[src/rtl/display_pkg.sv]
// Shared seven-segment definitions: segment bit positions, hex glyph table
// and a helper for sizing prescaler counters.
`default_nettype none

package display_pkg;

  localparam int SEG_A = 0;
  localparam int SEG_B = 1;
  localparam int SEG_C = 2;
  localparam int SEG_D = 3;
  localparam int SEG_E = 4;
  localparam int SEG_F = 5;
  localparam int SEG_G = 6;
  localparam int SEG_W = 7;

  typedef logic [SEG_W-1:0] seg_t;

  // Index 15 first: entry n lights the glyph for hex digit n (gfedcba, active-high).
  localparam seg_t [15:0] SEG_TABLE = {
    7'h71, 7'h79, 7'h5E, 7'h39, 7'h7C, 7'h77, 7'h6F, 7'h7F,
    7'h07, 7'h7D, 7'h6D, 7'h66, 7'h4F, 7'h5B, 7'h06, 7'h3F
  };

  // Counter width for a 0..div-1 prescaler; a divide of 1 still needs one bit.
  function automatic int unsigned div_width(input int unsigned div);
    return (div > 1) ? $clog2(div) : 1;
  endfunction

endpackage

`default_nettype wire

[src/rtl/seven_segment_decoder.sv]
// Purely combinational hex digit to seven-segment pattern lookup.
`default_nettype none

module seven_segment_decoder
  import display_pkg::*;
(
  input  logic [3:0] hex,
  output seg_t       seg
);

  assign seg = SEG_TABLE[hex];

endmodule

`default_nettype wire

[config.mk]
export PLATFORM = sky130hd
export DESIGN_NAME = seven_segment_decoder
export DESIGN_NICKNAME = d
export VERILOG_FILES = /design/src/rtl/display_pkg.sv /design/src/rtl/seven_segment_decoder.sv
export SDC_FILE = /design/constraint.sdc
export NUM_CORES = 1
export LEC_CHECK = 0
export ABC_AREA = 1
export CORE_AREA = 8 8 45 47
export DETAILED_ROUTE_END_ITERATION = 6
export DIE_AREA = 0 0 53 55
export PLACE_DENSITY_LB_ADDON = 0.05
export SYNTH_ARGS = -nofsm -noshare
export SYNTH_HDL_FRONTEND = slang
export SYNTH_SLANG_ARGS = --single-unit
[constraint.sdc]
create_clock -name vclk -period 1.5
set_input_delay 0.375 -clock vclk [all_inputs]
set_output_delay 0.375 -clock vclk [all_outputs]
set_load 0.03 [all_outputs]
# Yosys cells after proc, flatten, opt, wreduce, memory -nomap -nowiden
# Memories as Yosys holds them, arrays and structs flattened.
# Cells that the tools add are included.
dict set report word_totals {
  regBits 0
  mem_bits_ro 112
  inputBits 4
  out_inout_bits 7
  wordCells 3
  n_memories 1
}
dict set report op_classes {
  magnitude_cmp 1
  mux 1
}
# name depth width rd rd_clocked_by_memory_dff wr line_no
set mem_list {}
lappend mem_list {{(no name shown)} 16 7 1 0 0 seven_segment_decoder.sv:11} ;# assign seg = SEG_TABLE[hex];
# cell count
set op_table {}
lappend op_table {{$mux 7} 1}
lappend op_table {{$lt 4x5->1 const B} 1}

# Depth between registers and ports, before layout
dict set report logic_depth {
  word_depth 2
  depth_mapped 7
  mapped_depth_nobuf 7
}

# Worst setup path after synthesis
# OpenSTA, ideal clock, no wires.
dict set report synth_timing {
  path_type {input-to-output}
  start {input hex[0]}
  end {output seg[3]}
  t_arrival_ps 1092
  required_ps 1125
  setup_slack_ps 33
  path_stages 6
  n_path_buf 0
  path_cell_list {inv_1 -> ha_1 -> nand2_1 -> o21ai_0 -> nand2_1 -> nand2_1}
}
dict set report synth_via {
  elab_chain_cells 2
}
# element line_no
set synth_lines {}
lappend synth_lines {{from (decl)} seven_segment_decoder.sv:7} ;# input logic [3:0] hex,
lappend synth_lines {{$mem_v2 16x7} --}
lappend synth_lines {{$mux 7 (implied by the code)} seven_segment_decoder.sv:11}
lappend synth_lines {{to (decl)} seven_segment_decoder.sv:8} ;# output seg_t seg
# No other way between the ends. The select of a mux whose other input is x is not followed.

# Worst setup path after layout
dict set report layout_timing {
  start {input hex[1]}
  end {output seg[2]}
}
# Same word-level chain as after synthesis.

==> run summary <==
The routed wire length came out at 802 um. The total area inside the core boundary comes to 0.00138 mm2. The netlist area before placement came out at 270 um2. The initial standard-cell utilization of the core is 19.5%.

The startpoint of the lowest-slack hold path is hex[3]. The flow ran to the end, but the final reports show violations. The arrival time of the worst setup path came out at 1.17 ns. Grouping stages by cell kind, the critical path spends the most delay in buffers and inverters. The total of fill cells in the finished design is 152.

For met3 alone, demand over resource in global routing was 0.535%. The first global-routing pass estimated 1510 um of wire. The number of vias after detailed routing came out at 341. Counting both buffers and inverters, the worst setup path holds a total of 4. In the post-route analysis, the smallest setup slack over all paths is -0.0482 ns. Synthesis produced a netlist with a net count of 63.

The layout clock buffer count came out at 0. The fraction of the cycle the final worst path needs came out at 103%. The total count of hold-check failures in the final report is 0.

The final RePlAce weighted congestion is 0.719. The number of nets with antenna violations after routing is 0. The highest clock rate came out at 646 MHz. The number of sequential cells in the layout is 0. The final-report setup violation count is 7. The most frequent cell on the critical path is buf_6. The final net count came out at 80. After detailed routing, the average wire length per cell comes to 9.66 um. Setup repair after global routing could not meet its margin everywhere. The number of global-route vias before repair was 380. Of the total synthesized cell area, the portion taken by AND, OR, NAND and NOR gates is 50.0%. The combined flip-flop and latch cell area is 0 um2. In this run the horizontal extent of the chip is 53 um. In this design, the stage delay of the slowest critical-path cell is 0.17 ns.

The first element of the critical path is hex[1]. The power consumption came out at 186 uW. The sum of overflow across all layers after global routing is 0. Summing the areas of all fa, ha and maj instances in the mapped netlist gives 32.4% of the synthesized area.

Walking the worst path, the cells encountered are buf_8 > buf_6 > ha_2 > inv_2 > o21ai_0 > nand2_1 > buf_6. The layer flagged by global routing as most heavily used is met2. The headroom to the max-slew limit is 86.1%. The static leakage came out at 0.272 nW. The number of antenna violations at the first check in global routing is 0. The start-to-end type of the worst setup path is input pin to output pin. The number of DRC markers in iteration 0 is 0. The mean area per synthesized cell came out at 5.20 um2.

The final period demand of the worst path came out at 1.55 ns. The multiplexer area fraction after synthesis came out at 0%. The required time at the endpoint of the critical path came out at 1.12 ns. In this run the tool buffered the top-level ports with 11 buffer cells. The compound-cell area share of the yosys netlist is 3.70%. For met1 alone, demand over resource in global routing was 7.24%. The worst setup path is launched from an input pin. The total power divided by cell area is 351 mW/mm2. The slew of the pin with the lowest slew margin came out at 0.209 ns.

The max-cap violation count is 0. The half-perimeter wire length of the detailed placement result is 625 um. The top-level port count came out at 11. The standard cell with the maximum stage delay on the critical path is ha_2.

STA classifies the critical path endpoint as an output pin. The design area came out at 529 um2. The instance count of the mapped netlist came out at 52.

The fraction of final layout cells with drive strength greater than 1 came out at 56.7%. The maximum fanout encountered on the critical timing path came out at 4. The area growth from synthesis to layout came out at 95.8%. The count of unique library cells instantiated by Yosys came out at 9. 0 antenna diodes ended up in the layout. The path with the worst hold slack has its endpoint at seg[6]. The kind of path behind the tightest hold check is input pin to output pin.

The die covers 0.00292 mm2. The global-route usage over all layers is 6.32%. The number of instances in the placed design is 83. The post-synthesis share of cell area spent on xor and xnor gates is 0%. The worst slack on hold paths is 1.13 ns. After synthesis, the largest family of logic cells by area is simple AND/OR/NAND/NOR gates. Using the TritonRoute via totals, the vias-per-cell ratio works out to 4.11. The worst hold path passes through 4 cells. The maximum number of pins on one net before global-route repair is 9. The number of placement rows came out at 14. The peak ir drop on the vdd network came out at 0.0000964 V. The final max-slew violation count came out at 0. The iteration count of the initial detailed-routing pass is 1. The checks that failed: setup timing. The hold buffer count at cts came out at 0. For this run, design rule violations remaining after detail routing come to 0. Adding up every negative setup slack in the final design gives -0.203 ns.

The share of the Yosys chip area taken by registers is 0%. The fraction of the core area covered by cells at the end of the flow came out at 38.2%. The post-place instance area came out at 413 um2. The number of warning messages in the yosys log came out at 0. Global routing used 12.5% of the available met2 tracks.

The post-route non-filler standard cell count came out at 83. The setup slack after placement is -0.537 ns. The floorplan die height came out at 55 um.
[logic make-up (layout without fill, tap and decap cells)]
family | Yosys count | in the layout
and+or+nand+nor | 34 | 34
buffers and inverters | 9 | 24
adders and majority gates | 7 | 7
AOI/OAI and AO/OA | 2 | 2
[power by group]
part	switching, mW	internal [mW]
Combinational	0.105	0.0814
Clock	0	0
Sequential	0	0
[layer usage]
layer,vias up,part of all wire [%]
li1,186,-
met4,0,0
met2,5,57
met5,-,0
met1,150,39
met3,0,4.6
[how the worst max path moves through the flow]
stage	slack (ns)	end	depth (start not counted)
4_1_cts	-0.03	seg[4]	9
3_5_place_dp	-0.54	seg[3]	8
5_1_grt	-0.10	seg[3]	9
3_3_place_gp	-0.54	seg[3]	8
6_report	-0.05	seg[2]	7
2_1_floorplan	0.03	seg[3]	6
[synth_stat cells]
cell,count,area (um2)
nand2_1,28,105
buf_4,1,7.51
ha_1,7,87.6
o21ai_0,2,10.0
inv_2,1,3.75
nor2_1,1,3.75
nand2_2,1,6.26
nand3_1,4,20.0
inv_1,7,26.3
[final cells by class]
| class | count | area, um2 | area share [%] |
|---|---|---|---|
| multi-input cells | 43 | 308 | 58.2 |
| repair buffers | 16 | 164 | 31.0 |
| well taps | 16 | 20.0 | 3.78 |
| inverters | 8 | 37.5 | 7.09 |
[placed cells by master, fill, tap and decap left out]
cell type	n
ha_4	3
o21ai_1	1
nor2_1	1
nand2_1	20
o21ai_0	1
nand2_4	1
clkbuf_2	1
nand2_2	8
ha_2	3
nand3_2	1
nand3_1	3
inv_1	2
buf_2	1
buf_4	3
buf_8	2
inv_2	3
ha_1	1
inv_4	3
buf_6	9
[timing repair]
action | in CTS | in global routing
setup endpoints to repair | 7 | 7
gates resized for setup | 44 | 14
pin swaps | 8 | 8
setup buffers | 0 | 0
Power figures use the tool's default switching activity.
